## src/rtl/cau2_mux_arbiter.sv

```systemverilog
// cau2_mux_arbiter
// Round-robin arbiter and select sequencer for an 8:1 single-bit mux.
// Grants one of eight requesters at a time, drives the mux select with the
// winner's index, and registers the mux output while a grant is active.
//
// Ports:
//   clk    in   system clock, rising edge
//   rst    in   synchronous reset, active-high
//   req    in   [7:0] request vector, req[i] = requester i wants the mux
//   Y_in   in   mux output fed back from the 8:1 mux
//   S      out  [2:0] mux select = index of the granted requester
//   gnt    out  [7:0] one-hot grant, zero when idle
//   valid  out  grant active
//   Y_q    out  registered sample of Y_in taken during grant cycles
//
// state | meaning
// IDLE  | no grant; S keeps its last value
// GRANT | requester S owns the mux; hcnt counts consecutive cycles held
module cau2_mux_arbiter #(
  parameter int MAX_HOLD = 4
) (
  input  logic       clk,
  input  logic       rst,
  input  logic [7:0] req,
  input  logic       Y_in,
  output logic [2:0] S,
  output logic [7:0] gnt,
  output logic       valid,
  output logic       Y_q
);

  typedef enum logic {IDLE, GRANT} state_t;

  localparam logic [3:0] HOLD_MAX = 4'(MAX_HOLD);

  state_t     state;
  logic [2:0] ptr;
  logic [3:0] hcnt;

  logic       found;
  logic [2:0] win;
  logic [2:0] idx;

  // Circular scan starting at ptr; first set bit wins. Because ptr is
  // always S+1 after a grant, a lone holder is found again only after
  // every other index has been tried.
  always_comb begin
    found = 1'b0;
    win   = ptr;
    idx   = ptr;
    for (int i = 0; i < 8; i++) begin
      idx = ptr + 3'(i);
      if (!found && req[idx]) begin
        found = 1'b1;
        win   = idx;
      end
    end
  end

  always_ff @(posedge clk) begin
    if (rst) begin
      state <= IDLE;
      S     <= 3'd0;
      gnt   <= 8'd0;
      valid <= 1'b0;
      Y_q   <= 1'b0;
      ptr   <= 3'd0;
      hcnt  <= 4'd0;
    end else begin
      // Sample belongs to the select that was active during the last cycle.
      if (valid) Y_q <= Y_in;

      case (state)
        IDLE: begin
          if (found) begin
            state <= GRANT;
            S     <= win;
            gnt   <= 8'd1 << win;
            valid <= 1'b1;
            hcnt  <= 4'd1;
            ptr   <= win + 3'd1;
          end
        end
        GRANT: begin
          if (req[S] && (hcnt < HOLD_MAX)) begin
            hcnt <= hcnt + 4'd1;
          end else if (found) begin
            // Voluntary or forced release with a winner: hand over on this edge.
            S     <= win;
            gnt   <= 8'd1 << win;
            valid <= 1'b1;
            hcnt  <= 4'd1;
            ptr   <= win + 3'd1;
          end else begin
            state <= IDLE;
            gnt   <= 8'd0;
            valid <= 1'b0;
          end
        end
        default: begin
          state <= IDLE;
          gnt   <= 8'd0;
          valid <= 1'b0;
        end
      endcase
    end
  end

endmodule

```

## config.mk

```make
export PLATFORM = sky130hd
export DESIGN_NAME = cau2_mux_arbiter
export DESIGN_NICKNAME = d
export VERILOG_FILES = /design/src/rtl/cau2_mux_arbiter.sv
export SDC_FILE = /design/constraint.sdc
export NUM_CORES = 1
export LEC_CHECK = 0
export BUFFER_PORTS_ARGS = -buffer_cell sky130_fd_sc_hd__buf_2
export CELL_PAD_IN_SITES_DETAIL_PLACEMENT = 0
export CELL_PAD_IN_SITES_GLOBAL_PLACEMENT = 2
export CORE_ASPECT_RATIO = 0.75
export CORE_MARGIN = 4
export CORE_UTILIZATION = 40
export DETAILED_ROUTE_END_ITERATION = 7
export PLACE_DENSITY = 0.81
export SLEW_MARGIN = 0
export SYNTH_ARGS = -nofsm -noshare
export SYNTH_HDL_FRONTEND = slang
export SYNTH_SLANG_ARGS = --single-unit
```

## constraint.sdc

```tcl
create_clock -name clk -period 6.9 [get_ports clk]
set_input_delay 1.38 -clock clk [delete_from_list [all_inputs] [get_ports clk]]
set_output_delay 1.38 -clock clk [all_outputs]
set_load 0.01 [all_outputs]
```

==> summary.md <==
| Metric | Value |
|---|---|
| Internal power | 551.1 µW |
| Leakage | around 0.00082 µW |
| Max-cap violations | 0 |
| Die area | 0.006024 mm² |
| Final worst clock skew | between 0.002 and 0.003 ns |
| Maximum vdd drop | 0.1646 mV |
| PD cells | 522.1 mW/mm² |
| # H-tree levels | 1 |
| Global route overflow | 0 |
| CTS buffer count | 3 |
| Outcome | finished clean |
| Area growth, synth to finish | 7.438% |
| Vias in the first global route | approximately 1,500 |
| Nets@finish | about 220 |
| Fill cells | 447 |
| First-pass GRT wire length | ~7700 µm |
| #FFs+latches synth | 21 |
| EDFF count, synth | 0 |
| Final instance area | about 0.0021 mm² |
| Clock sink total | 21 |
| WP data arrival | 4.54 ns |
| Largest net degree at the start of global routing | 23 |
| Seq pwr share | 20.3% |
| Mapped Nets | 206 |
| Final setup fails | 0 |
| DRT Wirelength | 4726 µm |
| Postcts setup bufs | 0 |
| Share of post-route cells with drive strength above 1 | 34.48% |
| FP Rows | 21 |
| Avg WL per Cell | 18.18 µm |
| Asr flop ratio synth | 0% |
| Syn_area_per_cell | roughly 10 µm² |
| Antenna diode count | 0 |
| I/O pin cnt | 24 |
| Synthesis Warnings | 0 |
| Top FF cell, synth | dfxtp_1 |
| CP max FO | 21 |
| Worst skew pair latency | 0.26 ns |
| Crit share post-route | 63.11% |
| Sw Pwr | 533.9 µW |
| Worst-path clk slew | 0.08 ns |
| Gate Count Post-Synth | ~190 |
| Worst path required time | 7.08 ns |
| Final hold violations | 0 |
| Logic pwr share | 72.2% |
| Fmax | 0.2296 GHz |
| Root Driver | clkbuf_8 |
| Clock share of power | 7.5% |
| Post-CTS Hold Fix Bufs | 0 |
| Tmin final | 4.355 ns |
| Setup TNS | 0 ns |
| Core Footprint | 0.004572 mm² |
| Tightest Hold Check Type | reg -> reg |
| Final HPWL DP | 3554 µm |
| Tot GR Track Use | 16.74% |
| Slew Limit Fails | 0 |
| Initial Util | 42.31% |
| Total number of vias | 1,630 |
| CP startpoint kind | flip-flop |
| RSZ-0062 raised after global routing | no |
| Placed instance area | 0.002033 mm² |
| Initial antenna violation count | 0 |
| WS Path Type | reg -> reg |
| Die width | 88.30 µm |
| GP Congestion | ~0.84 |
| Count of cell types in the netlist | 58 |
| Chip Height | 68.23 µm |
| Sw frac | roughly half |
| Post-cts resize count | 0 |
| Setup crit end kind | flip-flop |
| Slew @ Worst Pin | 0.9866 ns |
| CTS tree | built |
| Vias per cell | approximately 6.3 |
| DRC errors left | 0 |
| Relative slew slack | between 30% and 40% |
| DRT Pass-1 Iters | 4 |
| Initial drt markers | between 100 and 150 |
| Mapped Area | 0.001934 mm² |
| CTS max path bufs | 2 |
| Buffers on Ports | 23 |
| Post-DRT Antenna Nets | 0 |
| Sequential share of the synthesized area | 21.73% |
worst max-delay path: stages, from the launching register on:
cell and delay [ns]:
dfxtp_1 0.98, inv_1 0.29, ha_1 0.67, mux4_1 0.66
mux2_2 0.35, a221o_1 0.28, a211o_1 0.30, o21a_2 0.16
nor2_1 0.15, ha_1 0.27, a211oi_2 0.18
cells in the final DEF, fill, tap and decap left out, types with 2 or more instances in the layout:
| cell type | Yosys | final |
|---|---|---|
| a211o_1 | 2 | 2 |
| a211oi_1 | 2 | 2 |
| a211oi_2 | 6 | 6 |
| a21oi_1 | 3 | 3 |
| a22o_1 | 2 | 2 |
| a22oi_1 | 5 | 5 |
| a31oi_1 | 2 | 2 |
| a32o_1 | 4 | 4 |
| and3_1 | 2 | 2 |
| buf_2 | 4 | 23 |
| clkbuf_8 | 0 | 3 |
| dfxtp_1 | 21 | 21 |
| ha_1 | 7 | 7 |
| inv_1 | 3 | 3 |
| inv_2 | 4 | 4 |
| mux2_2 | 5 | 5 |
| mux2_4 | 2 | 2 |
| mux2i_1 | 10 | 10 |
| mux2i_2 | 3 | 3 |
| mux4_1 | 2 | 2 |
| mux4_2 | 12 | 12 |
| nand2_1 | 11 | 11 |
| nand2b_1 | 3 | 3 |
| nand3_1 | 4 | 4 |
| nor2_1 | 23 | 23 |
| nor2b_1 | 3 | 3 |
| nor3_1 | 2 | 2 |
| o21ai_0 | 3 | 3 |
| o21ai_1 | 2 | 2 |
| o41ai_2 | 2 | 2 |
cell families (layout without fill, tap and decap cells):
group	Yosys count	after routing	share of synthesized area, %
buf+inv	19	34	5.886
simple gates	57	57	15.59
mux	34	34	28.46
flops	21	21	21.73
xor+xnor	2	2	0.9057
compound gates	48	48	22.90
fa+ha+maj	7	7	4.528
sequential cells by signal (all words and copies together) (netlist names):
name / cells
ptr: 3
hcnt: 4
S: 3
valid: 1
state: 1
Y_q: 1
gnt: 8
synth_stat cells (2+ instances only):
cell | count | area, µm²
mux2_4 | 2 | 30.03
a22o_1 | 2 | 17.52
nor2_1 | 23 | 86.33
a211o_1 | 2 | 17.52
dfxtp_1 | 21 | 420.4
a211oi_1 | 2 | 15.01
nor3_1 | 2 | 10.01
o41ai_2 | 2 | 32.53
mux4_1 | 2 | 52.55
nor2b_1 | 3 | 18.77
inv_2 | 4 | 15.01
nand2b_1 | 3 | 18.77
nand3_1 | 4 | 20.02
clkbuf_1 | 2 | 7.510
mux2i_1 | 10 | 100.1
a21oi_1 | 3 | 15.01
inv_1 | 3 | 11.26
buf_2 | 4 | 20.02
o21ai_1 | 2 | 10.01
mux4_2 | 12 | 270.3
a32o_1 | 4 | 40.04
ha_1 | 7 | 87.58
and3_1 | 2 | 12.51
a31oi_1 | 2 | 12.51
mux2i_2 | 3 | 41.29
mux2_2 | 5 | 56.30
a211oi_2 | 6 | 75.07
nand2_1 | 11 | 41.29
buf_6 | 5 | 56.30
o21ai_0 | 3 | 15.01
a22oi_1 | 5 | 37.54
worst paths after layout:
check,end,cells after the start,slack [ns],start
worst min register to register,gnt[4],2,0.46,gnt[4]
worst max-delay path,ptr[2],10,2.55,ptr[0]
worst min-delay path,gnt[4],2,0.46,gnt[4]
worst max register to register,ptr[2],10,2.55,ptr[0]
per-stage QoR:
| step | instances | util [%] | setup WS, ns | hold WS, ns | power (µW) |
|---|---|---|---|---|---|
| 6_report | 260 | 45.46 | 2.545 | 0.4636 | 1085 |
| 5_1_grt | 260 | 45.46 | 2.199 | 0.4977 | 1175 |
| 4_1_cts | 260 | 45.46 | 2.562 | 0.4691 | 1080 |
| 3_5_place_dp | 256 | 44.47 | 2.572 | 0.4513 | 997.0 |
| 3_3_place_gp | 256 | 44.47 | 2.659 | 0.4398 | 988.0 |
| 2_1_floorplan | 188 | - | 3.354 | 0.4441 | 865.1 |
area by class of cell:
cell class,instances,area (µm²),area share [%]
clock buffers,4,45.04,2.167
multi-input cells,148,1400,67.37
well taps,57,71.32,3.432
repair buffers,23,115.1,5.539
flip-flops and latches,21,420.4,20.23
inverters,7,26.28,1.264
power groups by stage:
stage	Combinational (µW)	Clock (µW)	Sequential [µW]
finish	783	81.1	221
global route	858	87.0	229
CTS	776	82.7	221
detailed placement	773	0	224
global placement	767	0	221
floorplan	675	0	190
layer usage:
metal / vias to the layer above / GRT usage (%) / wire length, µm
li1: 767 / - / -
met1: 803 / 25.04 / 2280
met2: 56 / 25.09 / 2064
met3: 4 / 3.851 / 353
met4: 0 / 2.264 / 28
met5: - / 0 / 0
Power figures use the tool's default switching activity.
